**config.mk**
```make
export PLATFORM = sky130hd
export DESIGN_NAME = idex_hazard_ctrl
export DESIGN_NICKNAME = d
export VERILOG_FILES = /design/src/rtl/idex_hazard_ctrl_pkg.sv /design/src/rtl/idex_fwd_unit.sv /design/src/rtl/idex_hazard_ctrl.sv
export SDC_FILE = /design/constraint.sdc
export NUM_CORES = 1
export LEC_CHECK = 0
export BUFFER_PORTS_ARGS = -buffer_cell sky130_fd_sc_hd__buf_2
export CAP_MARGIN = 20
export CORE_MARGIN = 8
export CORE_UTILIZATION = 37
export CTS_BUF_LIST = sky130_fd_sc_hd__clkbuf_8
export DETAILED_ROUTE_END_ITERATION = 7
export GPL_TIMING_DRIVEN = 0
export PLACE_DENSITY = 0.91
export REMOVE_ABC_BUFFERS = 1
export SLEW_MARGIN = 10
export SYNTH_ARGS = -nofsm -noshare
export SYNTH_HDL_FRONTEND = slang
export SYNTH_SLANG_ARGS = --single-unit
```
**constraint.sdc**
```tcl
create_clock -name CLK -period 1.2 [get_ports CLK]
set_input_delay 0.06 -clock CLK [delete_from_list [all_inputs] [get_ports CLK]]
set_output_delay 0.06 -clock CLK [all_outputs]
set_load 0.02 [all_outputs]
```
**src/rtl/idex_hazard_ctrl_pkg.sv**
```systemverilog
// Shared types and constants for the ID/EX hazard controller and its forwarding compare.
package idex_ctrl_pkg;

    localparam int REGISTER_SIZE_DEF  = 6;
    localparam int ALU_FUNCT_BITS_DEF = 3;
    localparam int CNT_W              = 4;

    typedef enum logic {
        IDLE  = 1'b0,
        MULTI = 1'b1
    } state_t;

    localparam logic [1:0] FWD_RF  = 2'b00;
    localparam logic [1:0] FWD_WB  = 2'b01;
    localparam logic [1:0] FWD_MEM = 2'b10;

endpackage

```
**src/rtl/idex_fwd_unit.sv**
```systemverilog
// Forwarding select for one EX source operand; the MEM result wins over the WB result.
module idex_fwd_unit
    import idex_ctrl_pkg::*;
#(
    parameter int REG_W = REGISTER_SIZE_DEF
) (
    input  logic [REG_W-1:0] i_rs,
    input  logic             i_reg_write_m,
    input  logic [REG_W-1:0] i_write_reg_m,
    input  logic             i_reg_write_w,
    input  logic [REG_W-1:0] i_write_reg_w,
    output logic [1:0]       o_fwd
);

    always_comb begin
        o_fwd = FWD_RF;
        if (i_reg_write_m && (i_write_reg_m != '0) && (i_write_reg_m == i_rs))
            o_fwd = FWD_MEM;
        else if (i_reg_write_w && (i_write_reg_w != '0) && (i_write_reg_w == i_rs))
            o_fwd = FWD_WB;
    end

endmodule

```
**src/rtl/idex_hazard_ctrl.sv**
```systemverilog
// Stall/flush/forward controller beside the ID/EX register, with the ALU2 multi-cycle FSM.
// IDEX_FORWARD_EN enables forwarding; without it every pending write to a decode source stalls.
module idex_hazard_ctrl
    import idex_ctrl_pkg::*;
#(
    parameter int                            REGISTER_SIZE  = REGISTER_SIZE_DEF,
    parameter int                            ALU_FUNCT_BITS = ALU_FUNCT_BITS_DEF,
    parameter logic [2**ALU_FUNCT_BITS-1:0]  MC_OPMASK      = 8'b1100_0000,
    parameter int                            MC_LAT         = 4
) (
    input  logic                      CLK,
    input  logic                      RST_N,
    input  logic [REGISTER_SIZE-1:0]  RsD,
    input  logic [REGISTER_SIZE-1:0]  RtD,
    input  logic [REGISTER_SIZE-1:0]  RsE,
    input  logic [REGISTER_SIZE-1:0]  RtE,
    input  logic [REGISTER_SIZE-1:0]  WriteRegE,
    input  logic                      MemtoRegE,
    input  logic                      RegWriteE,
    input  logic [REGISTER_SIZE-1:0]  WriteRegM,
    input  logic                      RegWriteM,
    input  logic [REGISTER_SIZE-1:0]  WriteRegW,
    input  logic                      RegWriteW,
    input  logic [ALU_FUNCT_BITS-1:0] ALU2CntrlE,
    input  logic                      ValidE,
    input  logic                      BranchTakenE,
    output logic                      StallF,
    output logic                      StallD,
    output logic                      StallE,
    output logic                      FlushD,
    output logic                      FlushE,
    output logic [1:0]                ForwardAE,
    output logic [1:0]                ForwardBE,
    output logic                      ALU2Busy,
    output logic                      ALU2Done
);

    state_t           r_state, w_state_nxt;
    logic [CNT_W-1:0] r_cnt, w_cnt_nxt;
    logic             w_mc_start;
    logic             w_load_use;
    logic [1:0]       w_fwd_a, w_fwd_b;

    idex_fwd_unit #(.REG_W(REGISTER_SIZE)) u_fwd_a (
        .i_rs          (RsE),
        .i_reg_write_m (RegWriteM),
        .i_write_reg_m (WriteRegM),
        .i_reg_write_w (RegWriteW),
        .i_write_reg_w (WriteRegW),
        .o_fwd         (w_fwd_a)
    );

    idex_fwd_unit #(.REG_W(REGISTER_SIZE)) u_fwd_b (
        .i_rs          (RtE),
        .i_reg_write_m (RegWriteM),
        .i_write_reg_m (WriteRegM),
        .i_reg_write_w (RegWriteW),
        .i_write_reg_w (WriteRegW),
        .o_fwd         (w_fwd_b)
    );

    assign w_mc_start = ValidE && MC_OPMASK[ALU2CntrlE] && (MC_LAT > 1);

`ifdef IDEX_FORWARD_EN
    assign w_load_use = MemtoRegE && RegWriteE && (WriteRegE != '0)
                        && ((WriteRegE == RsD) || (WriteRegE == RtD));
    assign ForwardAE  = RST_N ? w_fwd_a : FWD_RF;
    assign ForwardBE  = RST_N ? w_fwd_b : FWD_RF;
`else
    // No bypass paths: any in-flight write to a decode source must retire first.
    assign w_load_use =
        (RegWriteE && (WriteRegE != '0) && ((WriteRegE == RsD) || (WriteRegE == RtD))) ||
        (RegWriteM && (WriteRegM != '0) && ((WriteRegM == RsD) || (WriteRegM == RtD))) ||
        (RegWriteW && (WriteRegW != '0) && ((WriteRegW == RsD) || (WriteRegW == RtD)));
    assign ForwardAE  = FWD_RF;
    assign ForwardBE  = FWD_RF;

    logic w_unused_fwd;
    assign w_unused_fwd = ^{w_fwd_a, w_fwd_b, MemtoRegE};
`endif

    always_ff @(posedge CLK or negedge RST_N) begin
        if (!RST_N) begin
            r_state <= IDLE;
            r_cnt   <= '0;
        end else begin
            r_state <= w_state_nxt;
            r_cnt   <= w_cnt_nxt;
        end
    end

    always_comb begin
        w_state_nxt = r_state;
        w_cnt_nxt   = r_cnt;
        StallF      = 1'b0;
        StallD      = 1'b0;
        StallE      = 1'b0;
        FlushD      = 1'b0;
        FlushE      = 1'b0;
        ALU2Busy    = 1'b0;
        ALU2Done    = 1'b0;
        if (!RST_N) begin
            FlushE      = 1'b1;
            w_state_nxt = IDLE;
            w_cnt_nxt   = '0;
        end else begin
            case (r_state)
                IDLE: begin
                    if (w_mc_start) begin
                        w_state_nxt = MULTI;
                        w_cnt_nxt   = CNT_W'(MC_LAT - 2);
                    end
                    // A taken branch squashes the dependent instruction, so no stall is needed.
                    if (BranchTakenE) begin
                        FlushD = 1'b1;
                        FlushE = 1'b1;
                    end else if (w_load_use) begin
                        StallF = 1'b1;
                        StallD = 1'b1;
                        FlushE = 1'b1;
                    end
                end
                MULTI: begin
                    StallF   = 1'b1;
                    StallD   = 1'b1;
                    StallE   = 1'b1;
                    ALU2Busy = 1'b1;
                    if (r_cnt == '0) begin
                        ALU2Done    = 1'b1;
                        w_state_nxt = IDLE;
                    end else begin
                        w_cnt_nxt = r_cnt - CNT_W'(1);
                    end
                end
                default: w_state_nxt = IDLE;
            endcase
        end
    end

endmodule

```
==> results of run 1 <==
## power by group through the flow
stage | Combinational (W) | Sequential, W | Clock [W]
after floorplan | 0.000180 | 0.000179 | 0
after global placement | 0.000316 | 0.000180 | 0
after detailed placement | 0.000325 | 0.000180 | 0
after CTS | 0.000357 | 0.000177 | 0.000309
after global routing | 0.000411 | 0.000178 | 0.000321
final | 0.000381 | 0.000178 | 0.000306
## stage by stage
stage | hold WS (ns) | setup TNS (ns) | utilization | instances | power, W
3_5_place_dp | -0.0776 | -1.56 | 0.484 | 174 | 0.000505
3_3_place_gp | -0.0807 | -1.40 | 0.484 | 174 | 0.000496
6_report | 0.153 | -0.860 | 0.585 | 186 | 0.000865
2_1_floorplan | -0.236 | -0.475 | - | 101 | 0.000359
5_1_grt | 0.167 | -1.11 | 0.585 | 186 | 0.000910
4_1_cts | 0.150 | -0.914 | 0.555 | 183 | 0.000843
## critical path: stages
cell and delay [ns]:
buf_8 0.09, or4_1 0.50, o31a_1 0.26, a32oi_2 0.22
a41oi_1 0.15, buf_2 0.18
## layout make-up
type | count | area (um^2)
flip-flops and latches | 5 | 126
repair buffers | 53 | 332
fillers | 196 | 891
inverters | 3 | 11.3
well taps | 28 | 35.0
multi-input cells | 93 | 708
clock buffers | 3 | 41.3
clock inverters | 1 | 3.75
## how the worst max path moves through the flow
stage                       from     end  slack (ns)  cells after the start
finish              WriteRegE[0]  FlushE       -0.33                      6
global route        WriteRegE[0]  FlushE       -0.39                      6
CTS                 WriteRegE[0]  FlushE       -0.34                      6
detailed placement  WriteRegE[0]  FlushE       -0.40                      6
global placement    WriteRegE[0]  FlushE       -0.38                      6
floorplan           WriteRegE[0]  StallD       -0.13                      4
## cell usage in the layout (no fill, tap or decap), types with 2 or more instances in the layout
| cell type | instances |
|---|---|
| inv_1 | 2 |
| nand4_1 | 6 |
| xnor2_1 | 36 |
| nand2_1 | 11 |
| xor2_1 | 2 |
| nand3_1 | 3 |
| clkbuf_8 | 3 |
| and3_1 | 2 |
| inv_2 | 2 |
| o22ai_1 | 3 |
| nor2_1 | 4 |
| buf_2 | 38 |
| a21oi_2 | 2 |
| conb_1 | 4 |
| buf_6 | 5 |
| o31a_1 | 2 |
| dfrtp_1 | 4 |
| buf_4 | 8 |
## repair_timing
action / 4_1_cts / 5_1_grt
buffers inserted: 4 / 3
resized for setup: 18 / 14
cloned: 0 / 0
endpoints found under the hold margin: 5 / 0
endpoints found under the setup margin: 11 / 8
pin swaps: 3 / 6
hold buffers: 1 / 0
## metal layers
metal | GRT usage | vias up | part of all wire
li1 | - | 460 | -
met1 | 0.142 | 437 | 0.41
met2 | 0.242 | 50 | 0.47
met3 | 0.0466 | 9 | 0.083
met4 | 0.0741 | 0 | 0.031
met5 | 0 | - | 0
## sequential cells by signal, summed over array words and instances, names as in the netlist
name,flops
r_cnt,4
r_state,1
## cell families after synthesis
group / synth area share
AOI/OAI and AO/OA: 0.0995
xor gates and xnor gates: 0.407
adders and majority gates: 0.0306
buffers and inverters: 0.0735
DFF: 0.153
other: 0.00459
and+or+nand+nor: 0.231
==> metrics.cfg, run 1 <==
[detailed_routing]
wl_um = 2920
vias_per_cell = 5.14
first_pass_iters = 4
antenna_left = 0
drt-initial-drc-count = 25
drt-wirelength-per-cell_um = 15.7
drc_errors = 0
vias = 956

[logic_synthesis]
yosys_register_bits = 5
yosysTopAreaCell = xnor2_1
avgSynthCellArea_um2 = 7.78
synth.most_common_cell = xnor2_1
synthFlopType = dfrtp_1
synth_top_area_frac = 0.386
seq_area_frac_synth = 0.153
async_flop_share = 1.00
synthTopCellsByArea = xnor2_1 39%, dfrtp_1 15%, buf_4 5.5%
synthTopCellsByCount = 36 x xnor2_1, 12 x nand2_1, 6 x buf_4, 6 x nand4_1
syn-cell-area_um2 = 817
synth_edf_count = 0
synth.distinct_cells = 27
ys_warn_count = 0
syn_inst = 105

[layout]
syn_to_final_growth_pct = 53.9
layout-drive-gt1-share = 0.430
diodes = 0
design_area_um2 = 1260
final_nets = 214

[sta]
finalHoldViolations = 0
fmax_mhz = 653
fin_skew_ns = 0.00363
drv_slew = 0
worst_slack_ns = -0.332
setup-violations-final = 4
fin_crit_sh = 1.28
rsz0062_at_grt = yes
final.min_clock_period_ns = 1.53

[floorplanning]
die_h_um = 63.0
dieArea_um2 = 3970
rows = 17
start_util = 0.380
die_w_um = 63.0
io_pins = 64
core_um2 = 2150

[pwr]
p_int_w = 0.000584
p_sw_w = 0.000281
pwr-share-comb = 0.441
power_density_nw_per_um2 = 688
ir_worst_vdd_uv = 724
power_frac_seq = 0.206
switching_share = 0.325
pwr-share-clk = 0.353
p_leak_nw = 0.539

[placed_design]
post-place-ws_ns = -0.404
port_buffers = 45
place.gp.congestion = 0.938
hpwl_um = 2270
placedInstanceArea_um2 = 1040

[worst_setup_path]
cp.required_ns = 1.14
worst-r2r-setup-slack_ns = 0.02
critical_path_class = input pin to output pin
critPathMaxFanout = 2
endpoint_kind = output pin
startpoint_type = input pin
r2r_cells = 6
arrival_ns = 1.47
r2r-start = r_cnt[0]
r2r_end = r_cnt[1]

[grt]
track_usage = 0.139
grt_pass1_vias = 1035
grt_first_pass_wirelength_um = 4620
grt_max_degree = 10
overflow = 0
antenna_found_initial = 0

[clocking]
cts_root_buffer = clkbuf_8
cts_tree = yes
numCtsBuffers = 3
cts.clk_slew.worst_paths_ns = 0.04
clkSinkCount = 5
htreeDepth = 1
cts_buffer_depth = 2
clk_latency_ns = 0.22

[status]
violations = negative setup slack
outcome = complete, but fails checks

[min_path]
worstHoldPathType = input pin to register
hold_depth = 2
hold_end = r_state
hold_start = RST_N

[flow_run]
maxCapViolCount = 0

Power figures use the tool's default switching activity.
==> inputs of run 2 (changes only) <==
Settings changed: CORE_ASPECT_RATIO from default to 1.1, CORE_UTILIZATION 37 to 41, PLACE_DENSITY 0.91 to 0.95.
Clock period 1.2 ns to 1.5 ns, I/O delays scaled along.
==> run 2 against run 1 <==
Compared with the run above:
- the flow still finishes with violations (negative setup slack)
- global-route usage increased by 0.72 points
- sequential power decreased by 20%
- final cell count decreased by 2.7%
- sequential cell count unchanged
- clock power decreased by 18%
- non-clock buffer count decreased by 5
- largest power group unchanged
==> metrics.cfg, run 2 (same netlist as run 1, synthesis figures left out) <==
[grt]
grt_first_pass_wirelength_um = 4360
track_usage = 0.146
overflow = 0
grt_pass1_vias = 1000
grt_max_degree = 11
antenna_found_initial = 0

[floorplanning]
die_h_um = 62.8
die_w_um = 58.6
core_um2 = 1940
dieArea_um2 = 3680
start_util = 0.422
rows = 17
io_pins = 64

[worst_setup_path]
critPathMaxFanout = 2
critPathSlowestCell = or4_4
cp_cell_sequence = buf_8 > or4_4 > o31a_1 > a32oi_2 > a41oi_1 > buf_2
arrival_ns = 1.49
path_delay_family = compound AO/OA/AOI/OAI gates
crit_buf_inv = 2
startpoint_type = input pin
cp_slowest_stage_delay_ns = 0.51
critical_path_class = input pin to output pin
endpoint_kind = output pin
cp.required_ns = 1.42

[flow_run]
maxCapViolCount = 0

[pwr]
p_leak_nw = 0.512
ir_worst_vdd_uv = 415
finalPower_w = 0.000680
power_density_nw_per_um2 = 575

[placed_design]
place.gp.congestion = 0.945
hpwl_um = 2180
place_inst = 174
port_buffers = 45

[clocking]
numCtsBuffers = 3
cts.clk_slew.worst_paths_ns = 0.04
htreeDepth = 1
clk_latency_ns = 0.23
cts_tree = yes
clkSinkCount = 5
cts_root_buffer = clkbuf_8
cts_buffer_depth = 2

[status]
outcome = complete, but fails checks
violations = negative setup slack

[sta]
fin_skew_ns = 0.000959
fmax_mhz = 639
final.min_clock_period_ns = 1.57
fin_crit_sh = 1.04
worst_slack_ns = -0.0651
fin_setup_tns_ns = -0.0761
finalHoldViolations = 0
setup-violations-final = 3
rsz0062_at_grt = yes
drv_slew = 0

[detailed_routing]
first_pass_iters = 4
vias_per_cell = 5.13
vias = 928
drt-wirelength-per-cell_um = 14.8
antenna_left = 0
wl_um = 2690
drt-initial-drc-count = 20
drc_errors = 0

[layout]
fillers = 177
layout.cells.non_filler = 181
reg_top3 = r_cnt: 4 flops, r_state: 1 flops
largest_reg_flops = 4
mostFrequentLayoutCell = buf_2
final_nets = 209
regMostFlops = r_cnt
syn_to_final_growth_pct = 44.6
regArea_um2 = 125
diodes = 0
final_cell_mix = 39 x buf_2, 36 x xnor2_1, 12 x nand2_1
layout-drive-gt1-share = 0.366
multi_input_area_um2 = 669

[min_path]
worstHoldPathType = input pin to register

==> run 2: repair_timing <==
| item | in CTS | in global routing |
|---|---|---|
| hold endpoints to repair | 5 | 0 |
| pin swaps | 2 | 4 |
| setup endpoints to repair | 3 | 5 |
| hold buffers | 1 | 0 |
| gates resized for setup | 10 | 10 |
| buffers inserted | 1 | 1 |
==> run 2: worst paths after layout <==
path / slack (ns) / cells after the start / startpoint / to
setup / recovery: -0.07 / 6 / WriteRegE[0] / FlushE
hold / removal: 0.17 / 2 / RST_N / r_cnt[0]
setup reg to reg: 0.10 / 6 / r_cnt[0] / r_cnt[1]
hold reg to reg: 0.56 / 2 / r_cnt[3] / r_cnt[3]
max in group asynchronous: 0.97 / 2 / RST_N / r_cnt[3]
min in group asynchronous: 0.33 / 2 / RST_N / r_cnt[0]
==> run 2: metrics by stage <==
step           hold WS (ns)  utilization  instance area [um^2]  setup WS (ns)
3_3_place_gp        -0.0727        0.537                  1040         -0.135
2_1_floorplan        -0.221            -                   779          0.145
5_1_grt               0.169        0.610                  1180         -0.111
3_5_place_dp        -0.0660        0.537                  1040         -0.128
6_report              0.167        0.610                  1180        -0.0651
4_1_cts               0.160        0.589                  1140        -0.0720
==> run 2: worst reg2reg max path, stage by stage (launching register included) <==
cell	delay [ns]
dfrtp_1	0.38
inv_1	0.11
ha_1	0.18
nand2_1	0.15
a21oi_2	0.23
nand2_1	0.08
and3_1	0.16
==> run 2: metal layers <==
layer | share of wire | global-route usage | vias to the layer above | wire length [um]
li1 | - | - | 445 | -
met3 | 0.12 | 0.0658 | 11 | 334
met1 | 0.36 | 0.136 | 415 | 976
met5 | 0 | 0 | - | 0
met4 | 0.018 | 0.0675 | 0 | 48
met2 | 0.49 | 0.260 | 57 | 1320
==> run 2: final cells by class <==
type,instances,area share
multi-input combinational,93,0.567
clock buffer,3,0.0350
tap,28,0.0297
timing repair buffer,48,0.250
sequential,5,0.106
clock inverter,1,0.00318
inverter,3,0.00953
==> run 2: power breakdown <==
part           leakage, nW  switching (W)  internal (W)
clock               0.0269      0.0000753      0.000176
combinational        0.416       0.000142      0.000144
sequential          0.0691     0.00000375      0.000139
total                0.512       0.000221      0.000459
==> inputs of run 3 (changes only) <==
Settings changed: CORE_UTILIZATION 41 to 37, CTS_BUF_LIST sky130_fd_sc_hd__clkbuf_8 to sky130_fd_sc_hd__clkbuf_4 sky130_fd_sc_hd__clkbuf_8, PLACE_DENSITY 0.95 to 0.91, SKIP_LAST_GASP from default to 1.
Clock period 1.5 ns to 1.4 ns, I/O delays scaled along.
==> run 3 against run 2 <==
Compared with the run above:
- the flow still finishes with violations (negative setup slack)
- critical path depth unchanged
- via count is 1.7% lower
- sequential share of layout area grew 0.58 points
- sequential power rose by 7%
- utilization is 8.7 points lower
- power shrank 6.5%
- worst hold slack got worse by 0.020 ns
- register-to-register slack got worse by 0.03 ns
- combinational power up 3%
- critical path type unchanged
==> metrics.cfg, run 3 (same netlist as run 1, synthesis figures left out) <==
[flow_run]
maxCapViolCount = 0

[layout]
final_nets = 209
diodes = 0
syn_to_final_growth_pct = 38.4
reg_top3 = r_cnt: 4 flops, r_state: 1 flops
regMostFlops = r_cnt
final_cell_mix = 42 x buf_2, 36 x xnor2_1, 11 x nand2_1
regArea_um2 = 126
largest_reg_flops = 4
mostFrequentLayoutCell = buf_2
layout-drive-gt1-share = 0.359
multi_input_area_um2 = 657
fillers = 217
final_util = 0.523

[clocking]
cts.clk_slew.worst_paths_ns = 0.05
clk_latency_ns = 0.25
cts_tree = yes
htreeDepth = 1
numCtsBuffers = 3
cts_buffer_depth = 2
cts_root_buffer = clkbuf_4
clkSinkCount = 5

[grt]
overflow = 0
grt_pass1_vias = 932
track_usage = 0.126
grt_max_degree = 11
antenna_found_initial = 0
grt_first_pass_wirelength_um = 3950

[floorplanning]
die_h_um = 65.3
die_w_um = 60.8
core_um2 = 2160
io_pins = 64
rows = 18
dieArea_um2 = 3970
start_util = 0.378

[status]
violations = negative setup slack
outcome = complete, but fails checks

[pwr]
switching_share = 0.335
p_leak_nw = 0.492
ir_worst_vdd_uv = 433
power_frac_seq = 0.240
p_int_w = 0.000423
pwr-share-clk = 0.296
power_density_nw_per_um2 = 562
p_sw_w = 0.000213
pwr-share-comb = 0.464

[detailed_routing]
drt-wirelength-per-cell_um = 14.0
drt-initial-drc-count = 25
wl_um = 2560
antenna_left = 0
drc_errors = 0
vias = 912
top_layer = met4
dr_wl_met2_um = 1160
first_pass_iters = 4
met3WireLength_um = 307
vias_per_cell = 4.98
route.layer.met1.wl_um = 1020

[min_path]
worstHoldPathType = input pin to register
hold_start = RST_N
hold_depth = 2
hold_end = r_state

[sta]
worst_slack_ns = -0.131
fin_skew_ns = 0.00647
hold_ws_ns = 0.146
rsz0062_at_grt = yes
drv_slew = 0
fin_crit_sh = 1.09
finalHoldViolations = 0
final.min_clock_period_ns = 1.53
fmax_mhz = 653
setup-violations-final = 3

[worst_setup_path]
r2r_end = r_cnt[1]
endpoint_kind = output pin
r2r_cells = 6
startpoint = WriteRegE[0]
startpoint_type = input pin
worst-r2r-setup-slack_ns = 0.07
critical_path_class = input pin to output pin
arrival_ns = 1.46
cp.required_ns = 1.33
critPathSlowestCell = or4_1
r2r-start = r_cnt[0]
cp_cell_sequence = buf_8 > or4_1 > o31a_1 > a32oi_2 > a41oi_1 > buf_4
critPathMaxFanout = 2
cp_slowest_stage_delay_ns = 0.52

[placed_design]
place.gp.congestion = 0.963
port_buffers = 45
hpwl_um = 2150

## run 3: cell count changes in the layout (fill, tap and decap cells not counted), sizes merged
cell    delta
clkbuf     +1
inv        -1
## run 3: repair_timing
action,in CTS,in global routing
hold endpoints to repair,5,0
pin swaps,1,1
hold buffers,1,0
resized for setup,8,2
setup endpoints to repair,4,5
setup buffers,1,1
gates cloned,0,0
## run 3: worst max-delay path: cells and delay by family
kind	cells	cell delay [ns]
compound gates	3	0.60
buf+inv	2	0.27
simple gates	1	0.52
## run 3: power groups by stage
stage	Clock [W]	Sequential, W	Combinational, W
floorplan	0	0.000153	0.000154
global placement	0	0.000154	0.000272
detailed placement	0	0.000154	0.000276
CTS	0.000198	0.000152	0.000290
global route	0.000212	0.000153	0.000321
finish	0.000188	0.000153	0.000295
## run 3: worst max path at each step
stage | endpoint | cells past startpoint
2_1_floorplan | StallD | 4
6_report | FlushE | 6
4_1_cts | FlushE | 6
3_5_place_dp | StallD | 6
3_3_place_gp | FlushE | 6
5_1_grt | FlushE | 6
## run 3: cell type report
| cell class | instances | share of cell area |
|---|---|---|
| Clock buffer | 4 | 0.0265 |
| Timing Repair Buffer | 48 | 0.238 |
| Multi-Input combinational cell | 93 | 0.581 |
| Sequential cell | 5 | 0.112 |
| Tap cell | 30 | 0.0332 |
| Inverter | 3 | 0.00996 |
## run 3: routing by layer
metal  global-route usage  vias to the layer above
met5                    0                        -
li1                     -                      448
met4               0.0729                        0
met3               0.0371                        9
met1                0.141                      408
met2                0.205                       47
## run 3: stage by stage
step | cell area (um^2) | worst slack [ns] | std cells | total power [W] | TNS [ns]
finish | 1130 | -0.131 | 183 | 0.000636 | -0.369
global route | 1130 | -0.193 | 183 | 0.000687 | -0.518
CTS | 1120 | -0.136 | 182 | 0.000641 | -0.383
detailed placement | 1040 | -0.210 | 176 | 0.000430 | -0.625
global placement | 1040 | -0.219 | 176 | 0.000426 | -0.640
floorplan | 779 | 0.0545 | 101 | 0.000308 | 0
